==> config.mk <==
export PLATFORM = sky130hd
export DESIGN_NAME = n_bit_serial_subtractor
export DESIGN_NICKNAME = d
export VERILOG_FILES = /design/src/rtl/n_bit_serial_subtractor.sv
export SDC_FILE = /design/constraint.sdc
export NUM_CORES = 1
export LEC_CHECK = 0
export CAP_MARGIN = 30
export CORE_MARGIN = 2
export CORE_UTILIZATION = 45
export DETAILED_ROUTE_END_ITERATION = 6
export PLACE_DENSITY = 0.73
export SLEW_MARGIN = 10
export SYNTH_ARGS = -nofsm -noshare
export SYNTH_HDL_FRONTEND = slang
export SYNTH_SLANG_ARGS = --single-unit
export TNS_END_PERCENT = 30
==> constraint.sdc <==
create_clock -name clk -period 1.63 [get_ports clk]
set_clock_uncertainty 0.15 [all_clocks]
set_input_delay 0.2445 -clock clk [delete_from_list [all_inputs] [get_ports clk]]
set_output_delay 0.2445 -clock clk [all_outputs]
set_load 0.05 [all_outputs]
==> src/rtl/n_bit_serial_subtractor.sv <==
// n_bit_serial_subtractor: bit-serial a - b with borrow/overflow flags over a start/done handshake.
// Define SERIAL_SUB_RADIX4_EN to retire two bits per RUN cycle (N must be even).
module n_bit_serial_subtractor #(
    parameter int N = 8
) (
    input  logic         clk,
    input  logic         rst,
    input  logic         start_valid,
    output logic         start_ready,
    input  logic [N-1:0] a,
    input  logic [N-1:0] b,
    output logic [N-1:0] diff,
    output logic         borrow_out,
    output logic         overflow,
    output logic         done_valid,
    input  logic         done_ready
);
`ifdef SERIAL_SUB_RADIX4_EN
    localparam int STEP = 2;
    if (N % 2 != 0) begin : g_odd_n
        $error("n_bit_serial_subtractor: N must be even with SERIAL_SUB_RADIX4_EN");
    end
`else
    localparam int STEP = 1;
`endif
    localparam int CW = $clog2(N);
    localparam logic [CW-1:0] LAST = CW'(N / STEP - 1);
    localparam logic [1:0] IDLE = 2'd0, RUN = 2'd1, DONE = 2'd2;

    logic [1:0]    state;
    logic [N-1:0]  a_sr, b_sr, d_sr, d_nx, ins;
    logic [CW-1:0] cnt;
    logic          br, br1, br_nx, a_msb, b_msb;

    assign start_ready = (state == IDLE);
    assign done_valid  = (state == DONE);

    // Difference bits enter at the MSB end so bit 0 lands at d_sr[0] after the last shift.
    always_comb begin
        br1 = (~a_sr[0] & b_sr[0]) | (~(a_sr[0] ^ b_sr[0]) & br);
        ins = '0;
`ifdef SERIAL_SUB_RADIX4_EN
        ins[N-1] = a_sr[1] ^ b_sr[1] ^ br1;
        ins[N-2] = a_sr[0] ^ b_sr[0] ^ br;
        br_nx    = (~a_sr[1] & b_sr[1]) | (~(a_sr[1] ^ b_sr[1]) & br1);
`else
        ins[N-1] = a_sr[0] ^ b_sr[0] ^ br;
        br_nx    = br1;
`endif
        d_nx = (d_sr >> STEP) | ins;
    end

    always_ff @(posedge clk or posedge rst) begin
        if (rst) begin
            state      <= IDLE;
            a_sr       <= '0;
            b_sr       <= '0;
            d_sr       <= '0;
            cnt        <= '0;
            br         <= 1'b0;
            a_msb      <= 1'b0;
            b_msb      <= 1'b0;
            diff       <= '0;
            borrow_out <= 1'b0;
            overflow   <= 1'b0;
        end else begin
            case (state)
                IDLE: if (start_valid) begin
                    a_sr  <= a;
                    b_sr  <= b;
                    a_msb <= a[N-1];
                    b_msb <= b[N-1];
                    br    <= 1'b0;
                    cnt   <= '0;
                    state <= RUN;
                end
                RUN: begin
                    a_sr <= a_sr >> STEP;
                    b_sr <= b_sr >> STEP;
                    d_sr <= d_nx;
                    br   <= br_nx;
                    cnt  <= cnt + 1'b1;
                    // Outputs are a shadow copy, refreshed only on entry to DONE.
                    if (cnt == LAST) begin
                        state      <= DONE;
                        diff       <= d_nx;
                        borrow_out <= br_nx;
                        overflow   <= (a_msb != b_msb) && (d_nx[N-1] != a_msb);
                    end
                end
                DONE: if (done_ready) state <= IDLE;
                default: state <= IDLE;
            endcase
        end
    end
endmodule
==> impl_results.md, run 1 <==
- GP Congestion: 0.760
- Final non-filler cell total: 250
- CP max FO: 19
- H-tree depth: 2
- Syn_area_per_cell: 11.0 sq um
- Die area: 4430 sq um
- Syn nets: about 180
- Minimum clock period: 1600 ps
- PwrDens: ~2000 nW/um^2
- Detailed-route wire length: 3510 microns
- DP Wirelength: 2400 microns
- GRT Total Usage: 17.9%
- R2r endpoint: overflow
- Fin area: 2440 sq um
- Synth cell types: 23
- Synthesized area: 1760 sq um
- First-pass GRT wire length: 5850 microns
- Placed instance count: about 240
- Num CTS Buffers: 5
- Critical Path RT: 1240 ps
- Top-area cell type share of the netlist area: 58.3%
- Initial Util: 47.4%
- Synthesized instance count: 160
- Worst Max-Slew Pin Slew: between 300 and 400 ps
- CTS max path bufs: 2
- Pre-CTS setup slack: -96.9 ps
- Layout cell share with drive strength beyond 1: 24.3%
- Setup ws final: between 30 and 40 ps
- Initial antenna violation count: 0
- Nets@finish: 224
- Static Leak: 1.14 nW
- Reg2reg start: br
- Maxcap violations: 0
- Hold/Removal Path Class: in -> async
- Synth area leaders: dfrtp_1, nand2_1, o21ai_0, a22oi_1, mux2_4
- Yosys top cell by area: dfrtp_1
- Hold-fix buffers at CTS: 0
- Largest net degree at the start of global routing: 42
- FF-to-FF setup slack: about 80 ps
- Initial DRC Count: about 120
- Final Total Pwr: 4.75 mW
- Synth-to-layout area growth: 38.8%
- Run status: completed
- Clk slew on worst S/H paths: 70 ps
- Worst path arrival time: 1200 ps
- Routed wire length per instance: 14.0 microns
- Final Hold Fails: 0
- Setup TNS: 0 ps
- Clk_lat worst skew: between 200 and 300 ps
- Setup Viol. Count Final: 0
- Die H: between 60 and 70 microns
- Relative max-transition margin: 74.0%
- Period utilization: 98.0%
- Final ANT Viol Nets: 0
- Worst Path Class, Setup: reg -> out
- # IOs: 32
- Vias in the first global route: 1297
- Clk root buf: clkbuf_8
- Seq/Total Area, Yosys: 58.3%
- Core area: 3720 sq um
- Cells on worst reg2reg path: 5
- Die Wd: 66.5 microns
- Dpl cell area: 2310 sq um
- Vias: about 1300
- Fin. max-slew vios: 0
- Total gr overflow: 0
- N_diodes: 0
- Synth warnings: 0
- Initial DRT Pass Iterations: 4
- Critical Path End Type: primary output
- Via-to-Cell Ratio: about 5.2
- CTS sink count: 41
- RSZ-0062 raised after global routing: true
- Std-Cell Rows: 22
- I/O Buffers: 31
- Seq cells post-synth: slightly above 40
- CTS tree: yes
- Highest Clock Rate: 626 MHz
- DRC viols: 0
- Worst IR Drop VDD: 841 uV
- Worst Setup Start Kind: register
-- worst max-delay path, stage by stage (launching register included) --
cell	delay, ps
dfrtp_2	490
buf_12	180
nor2_4	100
buf_12	140
-- cell usage in the layout, fill, tap and decap left out --
cell type        count
mux2_4               5
ha_1                 1
dfrtp_2              2
nand2b_1             4
nand2_1             39
ha_2                 1
clkbuf_8             5
o21ai_1              1
nor2b_1              2
inv_2                2
mux2_2               5
nor3b_1              1
a21oi_1              4
and3b_1              2
clkbuf_1             3
nor2_4               1
o21ai_0             18
fa_1                 1
clkdlybuf4s50_1     19
a22o_1               4
dfrtp_1             39
a22oi_1             12
nor2b_2              1
inv_1                2
nand3b_4             2
buf_4                9
nor2_2               1
o21bai_1             1
buf_12              15
-- flip-flops by register name, summed over array words and instances (netlist names) --
name and count:
b_sr 8, diff 8, cnt 3, overflow 1, b_msb 1, br 1, a_sr 8, d_sr 7
state 2, a_msb 1, borrow_out 1
-- layer usage --
layer | vias up | track usage, % | part of all wire (%)
met3 | 7 | 3.55 | 3.7
met1 | 634 | 23.2 | 46
li1 | 631 | - | -
met5 | - | 0 | 0
met2 | 30 | 28.5 | 48
met4 | 0 | 9.18 | 2.3
-- area by class of cell --
type	count	area, sq um
Sequential cell	41	1030
Inverter	4	15.0
Multi-Input combinational cell	106	702
Timing Repair Buffer	43	558
Tap cell	48	60.1
Clock buffer	8	80.1
Fill cell	279	1270
-- logic make-up after synthesis --
group                    after synthesis  share of synthesized area [%]
AO/OA/AOI/OAI                         40                           14.1
adder cells (fa/ha/maj)                3                           2.56
buffers and inverters                 14                           4.19
flip-flops                            41                           58.3
multiplexers                          10                           7.46
AND/OR/NAND/NOR                       52                           13.4
-- power by group --
| part | internal, mW | switching, mW | total [mW] | leakage (nW) |
|---|---|---|---|---|
| Sequential | 1.46 | 0.348 | 1.81 | 0.523 |
| Clock | 0.304 | 0.324 | 0.628 | 0.0395 |
| Combinational | 1.17 | 1.15 | 2.32 | 0.577 |
| Total | 2.93 | 1.82 | 4.75 | 1.14 |
-- through the flow --
stage	hold slack, ps	utilization, %
floorplan	202	-
CTS	170	64.8
detailed placement	320	62.1
finish	160	65.8
global route	191	65.8
global placement	310	62.1
-- Yosys cell counts --
cell,count
mux2_4,5
buf_6,1
ha_1,2
a21oi_1,4
nand2b_1,4
a22oi_1,12
buf_4,2
nand2_1,39
o21ai_0,19
buf_2,5
nor2b_1,3
clkbuf_1,2
nand3b_2,1
nor2_1,1
nor3b_1,1
nor2_2,1
mux2_2,5
fa_1,1
inv_1,4
dfrtp_1,41
a22o_1,4
o21bai_1,1
and3b_1,2
-- how the worst max path moves through the flow --
stage / from / end / slack [ps] / cells after the start
after floorplan: cnt[0] / diff[0] / 40 / 5
after global placement: cnt[0] / diff[5] / -20 / 4
after detailed placement: cnt[0] / diff[4] / -100 / 4
after CTS: cnt[0] / diff[4] / 4 / 4
after global routing: state[1] / done_valid / -10 / 4
final: state[0] / start_ready / 30 / 3
-- timing repair --
| item | in CTS | in global routing |
|---|---|---|
| resized for setup | 3 | 7 |
| gates cloned | 0 | 1 |
| pin swaps | 0 | 1 |
| setup endpoints to repair | 11 | 6 |
| buffers inserted | 1 | 1 |
Note: power is estimated with default switching activity, not from simulation.
==> inputs of run 2 (changes only) <==
CORE_UTILIZATION = 40   (was 45)
PLACE_DENSITY = 0.66   (was 0.73)
RECOVER_POWER = 100   (was not set)
==> run 2 against run 1 <==
  * Fmax shrank 0.85%
  * Die area grew 12%
  * Utilization shrank 9.9 points
  * Cell count grew 3.2%
  * Clock power shrank 2%
  * Combinational power shrank 4%
  * Hold slack gained 180 ps
  * Sequential power shrank 3%
  * Total power shrank 3.6%
  * First-iteration DRC count grew 6.8%
==> impl_results.md, run 2 (synthesis gave the netlist of run 1 again) <==
- Run status: completed
- Layout cell share with drive strength beyond 1: around 25%
- Core area: ~4300 sq um
- CTS tree: yes
- Period utilization: 98.9%
- Routed wire length per instance: 14.5 microns
- Hold-fix buffers at CTS: 0
- P_sw: 1.84 mW
- Minimum clock period: about 1600 ps
- Clock share of power: 13.4%
- GP Congestion: 0.774
- Die H: 70.3 microns
- Die Wd: 70.3 microns
- Setup Viol. Count Final: 0
- Setup TNS: 0 ps
- Initial DRC Count: 125
- Setup ws final: about 19 ps
- Top flop regs: a_sr (8), b_sr (8), diff (8)
- Initial DRT Pass Iterations: 4
- Relative max-transition margin: 40.1%
- Core Util, Final: 55.8%
- Placed instance count: 246
- Worst path arrival time: 1640 ps
- Final non-filler cell total: 258
- Initial Util: 41.0%
- # IOs: 32
- Num CTS Buffers: 5
- CTS sink count: 41
- Sw Share: 40.0%
- Hold/Removal Path Class: reg -> reg
- DRC viols: 0
- Final Total Pwr: approximately 4.6 mW
- PwrDens: 1910 nW/um^2
- Clk slew on worst S/H paths: ~80 ps
- Static Leak: about 1.2 nW
- Std-Cell Rows: 24
- Worst Path Class, Setup: reg -> reg
- Combinational power share: 48.4%
- Synth-to-layout area growth: 36.2%
- I/O Buffers: 31
- Sequential power share: 38.2%
- Nets@finish: 230
- Highest Clock Rate: a little over 600 MHz
- Worst Setup Start Kind: register
- Fill cell count: 370
- CP max FO: 5
- Fin. max-slew vios: 0
- Initial antenna violation count: 0
- Largest net degree at the start of global routing: 42
- Detailed-route wire length: between 3000 and 4000 microns
- Vias in the first global route: 1388
- GRT Total Usage: 16.9%
- DP Wirelength: roughly 2600 microns
- Pre-CTS setup slack: -41.6 ps
- Vias: around 1300
- Most frequent cells in the layout: nand2_1, dfrtp_1, clkdlybuf4s50_1, o21ai_0, a22oi_1
- RSZ-0062 raised after global routing: true
- Worst Max-Slew Pin Slew: 898 ps
- Clk root buf: clkbuf_8
- CTS max path bufs: 2
- Final ANT Viol Nets: 0
- Critical Path End Type: register
- Internal cell power: 2.75 mW
- Maxcap violations: 0
- H-tree depth: 2
- First-pass GRT wire length: 6570 microns
- Total gr overflow: 0
- Critical Path RT: 1660 ps
- N_diodes: 0
- Via-to-Cell Ratio: between 5 and 6
- Die area: 4950 sq um
- Final Hold Fails: 0
- Worst IR Drop VDD: 607 uV
- Clk_lat worst skew: a little under 300 ps
-- run 2: cell count changes in the layout (fill, tap and decap cells not counted), sizes merged --
cell / change
dlymetal6s2s: +8
buf: -9
clkbuf: +5
clkinv: +1
nand3b: -1
-- run 2: timing repair --
action | in CTS | in global routing
gates resized for setup | 4 | 14
cloned | 0 | 1
setup endpoints to repair | 7 | 12
buffers inserted | 1 | 4
pin swaps | 0 | 4
-- run 2: final timing paths --
kind | from | endpoint | slack (ps) | depth (start not counted)
setup reg to reg | cnt[1] | diff[6] | 20 | 5
hold / removal | a_sr[2] | a_sr[2] | 340 | 2
max in group asynchronous | rst | state[0] | 330 | 3
setup / recovery | cnt[1] | diff[6] | 20 | 5
min in group asynchronous | rst | a_sr[7] | 380 | 3
hold reg to reg | a_sr[2] | a_sr[2] | 340 | 2
-- run 2: through the flow --
step | hold slack, ps | instance area, sq um
2_1_floorplan | 202 | 1760
3_3_place_gp | 311 | 2320
3_5_place_dp | 320 | 2320
4_1_cts | 166 | 2410
5_1_grt | 365 | 2400
6_report | 335 | 2400
-- run 2: power by group through the flow --
stage | registers, mW | clock network [mW] | logic, mW
5_1_grt | 1.82 | 0.676 | 2.45
3_5_place_dp | 1.82 | 0 | 2.28
6_report | 1.75 | 0.613 | 2.22
4_1_cts | 1.81 | 0.619 | 2.31
3_3_place_gp | 1.80 | 0 | 2.22
2_1_floorplan | 2.07 | 0 | 1.01
-- run 2: cell type report --
type / count / area [sq um] / share of cell area (%)
clock buffer: 5 / 68.8 / 2.87
clock inverter: 1 / 5.00 / 0.209
inverter: 4 / 15.0 / 0.626
multi-input combinational: 105 / 708 / 29.5
sequential: 41 / 1030 / 42.9
tap: 52 / 65.1 / 2.71
timing repair buffer: 50 / 507 / 21.1
-- run 2: per-layer routing --
metal / global-route usage, % / routed length (microns) / vias to the layer above / part of all wire (%)
met3: 4.47 / 143 / 6 / 3.8
met5: 0 / 0 / - / 0
met1: 23.0 / 1740 / 660 / 47
li1: - / - / 641 / -
met4: 5.77 / 48 / 0 / 1.3
met2: 26.1 / 1800 / 29 / 48
-- run 2: worst max-delay path, stage by stage, from the launching register on --
cell      delay, ps
dfrtp_1         390
ha_1            230
ha_4            170
nand3b_4        100
buf_12          120
mux2_2          330
